## config.mk

```make
export PLATFORM = sky130hd
export DESIGN_NAME = dom1_skinny_io
export DESIGN_NICKNAME = d
export VERILOG_FILES = /design/src/rtl/dom1_skinny_io_pkg.sv /design/src/rtl/dom1_skinny_io_ser.sv /design/src/rtl/dom1_skinny_io.sv
export SDC_FILE = /design/constraint.sdc
export NUM_CORES = 2
export LEC_CHECK = 0
export CAP_MARGIN = 20
export CORE_AREA = 3 3 465 467
export CTS_CLUSTER_DIAMETER = 120
export DETAILED_ROUTE_END_ITERATION = 7
export DIE_AREA = 0 0 468 470
export DONT_BUFFER_PORTS = 1
export GPL_TIMING_DRIVEN = 1
export HOLD_SLACK_MARGIN = 0.06
export MAX_ROUTING_LAYER = met4
export PLACE_DENSITY = 0.36
export SLEW_MARGIN = 20
export SYNTH_ARGS = -nofsm -noshare
export SYNTH_HDL_FRONTEND = slang
export SYNTH_HIERARCHICAL = 1
export SYNTH_SLANG_ARGS = --single-unit
```

## constraint.sdc

```tcl
create_clock -name clk -period 3.35 [get_ports clk]
set_clock_uncertainty 0.15 [all_clocks]
set_input_delay 0.67 -clock clk [delete_from_list [all_inputs] [get_ports clk]]
set_output_delay 0.67 -clock clk [all_outputs]
set_load 0.02 [all_outputs]
```

## src/rtl/dom1_skinny_io_pkg.sv

```systemverilog
// Shared constants and FSM state type for the DOM1 Skinny byte-serial shell.
// Optional build macro: DOM1_IO_UNMASK_EN (return c1^c0 instead of the two shares).
package dom1_skinny_io_pkg;

    localparam logic [7:0] OPCODE_ENC  = 8'h01;
    localparam int         N_IN_WORDS  = 7;
    localparam int         N_OUT_WORDS = 2;
    localparam int         WORD_W      = 128;
    localparam int         CNT_W       = 7;

    localparam int BYTES_IN = N_IN_WORDS * (WORD_W / 8);   // 112
    localparam int IN_W     = BYTES_IN * 8;

`ifdef DOM1_IO_UNMASK_EN
    localparam int BYTES_OUT = WORD_W / 8;                  // 16, unmasked result
`else
    localparam int BYTES_OUT = N_OUT_WORDS * (WORD_W / 8);  // 32, both shares
`endif
    localparam int OUT_W = BYTES_OUT * 8;

    typedef enum logic [2:0] {
        IDLE   = 3'd0,
        LOAD   = 3'd1,
        START  = 3'd2,
        WAIT   = 3'd3,
        UNLOAD = 3'd4
    } state_t;

endpackage

```

## src/rtl/dom1_skinny_io_ser.sv

```systemverilog
// Generic byte shift register with transfer counter.
// Acts as a serializer (parallel load, bytes leave from the MSB end) or a
// deserializer (bytes enter at the LSB end, so the first byte ends up on top).
// A transfer happens on a rising edge where en_i && valid_i && ready_i.
// The counter returns to 0 on the last transfer and on every parallel load,
// so it is always 0 when a new phase begins.
module dom1_skinny_io_ser #(
    parameter int W      = 256,
    parameter int NBYTES = 32,
    parameter int CNT_W  = 7
) (
    input  logic         clk,
    input  logic         rst,
    input  logic         load_i,
    input  logic [W-1:0] load_data_i,
    input  logic         en_i,
    input  logic         valid_i,
    input  logic         ready_i,
    input  logic [7:0]   byte_i,
    output logic [W-1:0] sreg_o,
    output logic         last_o
);

    logic [W-1:0]     sreg_q, sreg_d;
    logic [CNT_W-1:0] cnt_q,  cnt_d;
    logic             xfer;

    assign xfer   = en_i && valid_i && ready_i;
    assign last_o = xfer && (cnt_q == CNT_W'(NBYTES - 1));
    assign sreg_o = sreg_q;

    // Next-state: parallel load wins, otherwise shift one byte per transfer.
    always_comb begin
        sreg_d = sreg_q;
        cnt_d  = cnt_q;
        if (load_i) begin
            sreg_d = load_data_i;
            cnt_d  = '0;
        end else if (xfer) begin
            sreg_d = {sreg_q[W-9:0], byte_i};
            cnt_d  = last_o ? '0 : cnt_q + CNT_W'(1);
        end
    end

    // Register update with asynchronous active-low clear.
    always_ff @(posedge clk or negedge rst) begin
        if (!rst) begin
            sreg_q <= '0;
            cnt_q  <= '0;
        end else begin
            sreg_q <= sreg_d;
            cnt_q  <= cnt_d;
        end
    end

endmodule

```

## src/rtl/dom1_skinny_io.sv

```systemverilog
// Device-side byte-serial shell for the first-order DOM Skinny-128-384+ core.
// Loads opcode + 7 x 128-bit words, starts the core, returns the result bytes.
// Optional build macro: DOM1_IO_UNMASK_EN -- when defined, UNLOAD returns the
// 16 bytes of c1^c0; when undefined the two shares are returned untouched and
// never combined inside this block.
//
// Handshakes: a byte moves on a rising clk edge where valid && ready are both
// high. di_ready is high in IDLE and LOAD only; do_valid is high in UNLOAD
// only, and do_data stays constant while do_valid && !do_ready.
module dom1_skinny_io
    import dom1_skinny_io_pkg::*;
(
    input  logic         clk,
    input  logic         rst,
    input  logic [7:0]   di_data,
    input  logic         di_valid,
    output logic         di_ready,
    output logic [7:0]   do_data,
    output logic         do_valid,
    input  logic         do_ready,
    output logic [127:0] ssh1,
    output logic [127:0] ssh0,
    output logic [127:0] ksh1,
    output logic [127:0] ksh0,
    output logic [127:0] tweak,
    output logic [127:0] cnt,
    output logic [127:0] rnd,
    output logic         core_start,
    input  logic         core_done,
    input  logic [127:0] c1,
    input  logic [127:0] c0,
    output logic         err,
    output logic [2:0]   dbg_state
);

    state_t           state_q, state_d;
    logic             err_q, err_d;
    logic             out_load;
    logic [OUT_W-1:0] out_load_data;
    logic [IN_W-1:0]  in_sreg;
    logic [OUT_W-1:0] out_sreg;
    logic             in_last;
    logic             out_last;
    logic             unused_out_tail;

    // Input side: bytes enter MSB first, so the first word on the wire (ssh1)
    // ends up in the top 128 bits once all 112 bytes are in.
    dom1_skinny_io_ser #(
        .W      (IN_W),
        .NBYTES (BYTES_IN),
        .CNT_W  (CNT_W)
    ) u_deser (
        .clk         (clk),
        .rst         (rst),
        .load_i      (1'b0),
        .load_data_i ('0),
        .en_i        (state_q == LOAD),
        .valid_i     (di_valid),
        .ready_i     (di_ready),
        .byte_i      (di_data),
        .sreg_o      (in_sreg),
        .last_o      (in_last)
    );

`ifdef DOM1_IO_UNMASK_EN
    assign out_load_data = c1 ^ c0;
`else
    assign out_load_data = {c1, c0};
`endif

    // Output side: zeros shift in behind the result, so the register is empty
    // again once the last byte has left.
    dom1_skinny_io_ser #(
        .W      (OUT_W),
        .NBYTES (BYTES_OUT),
        .CNT_W  (CNT_W)
    ) u_ser (
        .clk         (clk),
        .rst         (rst),
        .load_i      (out_load),
        .load_data_i (out_load_data),
        .en_i        (state_q == UNLOAD),
        .valid_i     (1'b1),
        .ready_i     (do_ready),
        .byte_i      (8'h00),
        .sreg_o      (out_sreg),
        .last_o      (out_last)
    );

    // Next-state, error flag and result-capture strobe.
    always_comb begin
        state_d  = state_q;
        err_d    = err_q;
        out_load = 1'b0;
        case (state_q)
            IDLE: begin
                if (di_valid) begin
                    if (di_data == OPCODE_ENC) begin
                        err_d   = 1'b0;
                        state_d = LOAD;
                    end else begin
                        err_d   = 1'b1;
                    end
                end
            end
            LOAD: begin
                if (in_last) state_d = START;
            end
            START: begin
                state_d = WAIT;
            end
            WAIT: begin
                if (core_done) begin
                    out_load = 1'b1;
                    state_d  = UNLOAD;
                end
            end
            UNLOAD: begin
                if (out_last) state_d = IDLE;
            end
            default: begin
                state_d = IDLE;
            end
        endcase
    end

    // FSM state and sticky error register.
    always_ff @(posedge clk or negedge rst) begin
        if (!rst) begin
            state_q <= IDLE;
            err_q   <= 1'b0;
        end else begin
            state_q <= state_d;
            err_q   <= err_d;
        end
    end

    assign di_ready   = (state_q == IDLE) || (state_q == LOAD);
    assign core_start = (state_q == START);
    assign do_valid   = (state_q == UNLOAD);
    assign do_data    = do_valid ? out_sreg[OUT_W-1 -: 8] : 8'h00;
    assign err        = err_q;
    assign dbg_state  = state_q;

    // Only the top byte of the output register is ever presented.
    assign unused_out_tail = ^out_sreg[OUT_W-9:0];

    assign ssh1  = in_sreg[IN_W-1          -: WORD_W];
    assign ssh0  = in_sreg[IN_W-1-1*WORD_W -: WORD_W];
    assign ksh1  = in_sreg[IN_W-1-2*WORD_W -: WORD_W];
    assign ksh0  = in_sreg[IN_W-1-3*WORD_W -: WORD_W];
    assign tweak = in_sreg[IN_W-1-4*WORD_W -: WORD_W];
    assign cnt   = in_sreg[IN_W-1-5*WORD_W -: WORD_W];
    assign rnd   = in_sreg[IN_W-1-6*WORD_W -: WORD_W];

endmodule

```

## Word-level counts from Yosys, hierarchy flattened

Index checks and enable logic that the tools add are counted.

| storage, ports and cells | value |
|---|---|
| register bits after elaboration | 1,170 |
| word-level logic and storage cells | 46 |

| operators by class | value |
|---|---|
| add/subtract/negate cells | 2 |
| reduce and logical (&&, ||, !) cells | 10 |
| eq/ne operators | 12 |
| mux-type cells | 16 |

Operators with widths:

| kind | count |
|---|---|
| 2-to-1 mux 256 bit | 2 |
| 2-to-1 mux 7 bit | 4 |
| 2-to-1 mux 3 bit | 5 |
| one-hot mux 3 bit (5 select lines) | 1 |
| adder 7 x 1 -> 7 bit, second input constant | 2 |
| equality test 8 x 1 -> 1 bit, second input constant | 1 |
| 2-to-1 mux 8 bit | 1 |
| inequality test 2 bit, second input constant | 4 |
| equality test 7 x 5 -> 1 bit, second input constant | 1 |
| equality test 7 bit, second input constant | 1 |
| equality test 3 x 2 -> 1 bit, second input constant | 2 |
| logical AND 1 bit | 5 |
| AND reduction 5 bit | 1 |
| equality test 3 x 1 -> 1 bit, second input constant | 1 |
| equality test 3 bit, second input constant | 1 |
| logical NOT 3 bit | 1 |
| 2-to-1 mux 1 bit | 3 |
| inequality test 2 x 1 -> 1 bit, second input constant | 1 |
| AND reduction 2 bit | 1 |
| nonzero test 2 bit | 1 |
| logical OR 1 bit | 1 |

## Depth between registers and ports, before layout

| depth | value |
|---|---|
| word-level depth | 6 |
| gate-level depth with buffers | 9 |
| depth with buffers taken out | 6 |

## By module

Netlist, hierarchy kept.

Modules (own cells, without submodules):

| module | area an instance (um^2) | times used | cells an instance |
|---|---|---|---|
| dom1_skinny_io_ser (u_deser) | 41,058.1 | 1 | 3,925 |
| dom1_skinny_io_ser (u_ser) | 12,319.3 | 1 | 1,151 |
| dom1_skinny_io | 319.1 | 1 | 35 |

## Worst setup path after synthesis

OpenSTA, ideal clock, no wires.

| timing path | value |
|---|---|
| path kind | reg-to-reg |
| from | register state_q[1] (netlist: dbg_state[1]) |
| to | register u_deser.sreg_q[671] (netlist: u_deser/sreg_o[671]) |
| data arrival time | 2.152 ns |
| slack | 0.929 ns |
| clock period less this slack | 2.421 ns |
| setup time | 0.119 ns |
| required time | 3.081 ns |
| path buffers | 4 |
| cell stages (with the launch flop) | 10 |
| cells stage by stage | dfrtp_1 -> nor2_1 -> and2_2 -> and3_1 -> buf_4 -> buf_4 -> buf_4 -> buf_4 -> mux2i_1 -> o21ai_1 |

| on the way | value |
|---|---|
| word-level cells in the longest chain between the ends | 3 |
| elaborated cells between the ends (all ways) | 5 |
| classes of those cells | eq/ne (1); reduce/logical (4) |

RTL lines:

| item | RTL line | source |
|---|---|---|
| from (decl) | dom1_skinny_io.sv:36 | `state_t state_q, state_d;` |
| from (signal assigned) | dom1_skinny_io.sv:133 | `state_q <= state_d;` |
| equality test 3 x 1 -> 1 bit or logical NOT 3 bit (tied branches) | dom1_skinny_io.sv:138 | `assign di_ready = (state_q == IDLE) \|\| (state_q == LOAD);` |
| logical OR 1 bit * | dom1_skinny_io.sv:138 |  |
| net di_ready | dom1_skinny_io.sv:17 | `output logic di_ready,` |
| logical AND 1 bit * | dom1_skinny_io_ser.sv:28 | `assign xfer = en_i && valid_i && ready_i;` |
| to (signal assigned) | dom1_skinny_io_ser.sv:51 | `sreg_q <= sreg_d;` |
| to (decl) | dom1_skinny_io_ser.sv:24 | `logic [W-1:0] sreg_q, sreg_d;` |

The timed path passes the listed nets; every way through them passes the cells marked *.
A chain may end at the register's enable or synchronous reset.

## Worst setup path after layout

| timing path | value |
|---|---|
| from | register state_q[2] (netlist: dbg_state[2]) |
| to | output do_data[4] |

| on the way | value |
|---|---|
| word-level cells in the longest chain between the ends | 2 |

RTL lines:

| item | RTL line | source |
|---|---|---|
| equality test 3 bit | dom1_skinny_io.sv:140 | `assign do_valid = (state_q == UNLOAD);` |
| 2-to-1 mux 8 bit | dom1_skinny_io.sv:141 | `assign do_data = do_valid ? out_sreg[OUT_W-1 -: 8] : 8'h00;` |
| to (decl) | dom1_skinny_io.sv:18 | `output logic [7:0] do_data,` |

Every way passes these cells.

==> summary.txt <==
Routed Antenna Nets - 0
DRC errors left - 0
Max IR drop VDD - 0.000483 V
Mapped Area - 53700 um^2
final cycle utilization of the critical path - 92.0%
Max Root-Sink Buffers - 3
final core occ - 31.9%
largest family of logic cells by synthesized area - multiplexers
fill cell count - 21.7k
f_max - 324 MHz
GR Util All Layers - 18.4%
# rows - 169
worst endpoint required time - 2.53 ns
EDFF count, synth - 0
Slew HR - -709%
Area Growth Syn to Fin - 26.0%
status - finished, violations left
vias in the first global route - 38.3k
drt pass-1 iters - 5
Die Wd - 468 um
Setup violations, final - 0
compound-cell area share of the yosys netlist - 11.0%
antenna violations before repair - 9
ys async rst share - 100%
Mapped Avg Cell Area - 10.5 um^2
WP data arrival - 2.26 ns
Post-CTS Resized - 0
vias - 38.7k
WL met3 - 25900 um
hpwl dp - 146000 um
endpoints failing hold - 110
Synth Area in Simple Gates - 8.73%
Startpoint Class - register
DR top layer - met4
top_reg_cell synth - dfrtp_1
Ports - 1180
LEAKAGE - 0.0262 uW
metal2 WL - 95400 um
Worst Hold Class - in2async
sequential-to-total area share from yosys stat - 54.5%
post-synthesis register bit count - 1170
Critical Path End Type - primary output
# H-tree levels - 4
failing checks - hold timing, slew limit
mux cell area share after synthesis - 21.5%
Die Area - 220000 um^2
pwr dens - 583 nW/um^2
most instantiated library cell after synthesis - dfrtp_1
Final Max Tran Viols - 1739
top post-synthesis cells by area - dfrtp_1, mux2i_1, nand2_1
layout cells sized above 1 - 5.50%
Synth top area share - 54.5%
TritonCTS buffer count - 152
clock-pin slew on the worst setup and hold paths - 0.06 ns
GRT overflow - 0
root buffer cell - clkbuf_16
IO Port Bufs - 0
Initial DRC Count - 2666
# clock sinks - 1170
first-pass GRT wire length - 291000 um
gpl congestion - 0.821
kind of critical path - reg2out
Vias/cell - 4.24
CTS tree - built
Routed WL - 203000 um
crit-path max FO - 9
WL met1 - 75900 um
largest net degree at the start of global routing - 1800
Hold Slack - -0.303 ns
Synth Warn # - 6
final layout net count - 6431
Mapped Cells - 5111
wire length per cell - 22.3 um
Post-Synth XOR/XNOR Area - 0.0326%
area leader, netlist - dfrtp_1
Worst Setup Slack, final - 0.267 ns
synth cell count leaders - dfrtp_1, nand2_1, mux2i_1, o21ai_0, o21ai_1
RSZ-0062 raised after global routing - no
Worst-Skew Late Latency - 0.77 ns
Die Y - 470 um
Synth Area in Adders - 0.0466%
max cap viols - 0
Netlist cell types - 45
worst-margin pin slew - 12.14 ns
Period minus WS final - 3.08 ns
core area - 212000 um^2
initial cell density of the core - 25.3%
pre-CTS setup slack - -0.472 ns
-- registers in the layout (all words and copies together) (netlist names) --
register,cells
u_deser/cnt_q,7
u_ser/cnt_q,7
err,1
u_ser/sreg_o,256
dbg_state,3
u_deser/sreg_o,896
-- power breakdown --
group | total (uW) | internal [uW] | leakage (uW) | switching [uW]
registers | 19400 | 15800 | 0.0145 | 3610
clock network | 16500 | 9870 | 0.00247 | 6620
logic | 3550 | 1730 | 0.00919 | 1820
-- cell usage in the layout (no fill, tap or decap), types with 13 or more instances in the layout --
cell	n
diode_2	13
buf_12	32
clkinv_2	15
o21ai_1	417
clkbuf_8	39
dfrtp_1	1170
buf_4	61
a21oi_1	13
dlygate4sd3_1	269
conb_1	909
mux2i_1	1153
clkbuf_1	44
o21ai_0	736
clkbuf_16	159
buf_16	14
nand2_1	1166
-- routing by layer --
layer | track usage [%] | up-vias
met5 | - | -
met4 | 5.10 | 0
met3 | 10.3 | 244
met2 | 29.0 | 1149
met1 | 19.9 | 18329
li1 | - | 18934
-- logic make-up after synthesis --
logic type / after synthesis
xor+xnor: 2
compound gates: 1178
buf+inv: 391
other cells: 2
simple gates: 1213
mux: 1153
flops: 1170
fa+ha+maj: 2
-- through the flow --
step / cells / cell area (um^2) / TNS [ns] / power [uW] / hold slack [ns]
after floorplan: 6018 / 57100 / 0 / 20600 / 0.224
after global placement: 8547 / 59700 / -97.00 / 22500 / 0.228
after detailed placement: 8551 / 59800 / -55.71 / 22600 / 0.229
after CTS: 9094 / 67500 / 0 / 39800 / -0.651
after global routing: 9107 / 67700 / 0 / 41300 / -0.295
final: 9111 / 67700 / 0 / 39400 / -0.303
-- worst paths after layout --
kind | startpoint | slack (ns) | end | cells past startpoint
max | dbg_state[2]$_DFFE_PN0P_ | 0.27 | do_data[4] | 5
min | rst | -0.30 | u_deser/sreg_o[817]$_DFFE_PN0P_ | 1
max reg2reg | dbg_state[2]$_DFFE_PN0P_ | 0.72 | u_ser/sreg_o[49]$_DFFE_PN0P_ | 9
min reg2reg | u_ser/sreg_o[67]$_DFFE_PN0P_ | 0.38 | u_ser/sreg_o[75]$_DFFE_PN0P_ | 2
max in group asynchronous | rst | 0.52 | u_deser/sreg_o[116]$_DFFE_PN0P_ | 6
min in group clk | core_done | 0.13 | dbg_state[2]$_DFFE_PN0P_ | 2
-- timing repair --
| item | 4_1_cts | 5_1_grt |
|---|---|---|
| hold endpoints to repair | 644 | 192 |
| setup endpoints to repair | 8 | 0 |
| hold buffers | 270 | 2 |
| buffers inserted | 2 | 0 |
-- cell type report --
class,count,area [um^2],area share [%]
sequential,1170,29300,43.3
multi-input combinational,4457,25600,37.9
timing repair buffer,376,4180,6.17
inverter,3,11.3,0.0166
antenna,13,32.5,0.0481
clock inverter,29,333,0.492
tap,2821,3530,5.22
clock buffer,242,4680,6.92
-- critical path, cell delays in order (launching register included) --
cell,delay (ns)
dfrtp_1,0.35
buf_4,0.23
nor3b_4,0.25
buf_12,0.14
buf_4,0.21
and2_1,0.31
No activity file was read; power rests on OpenSTA's default activity.
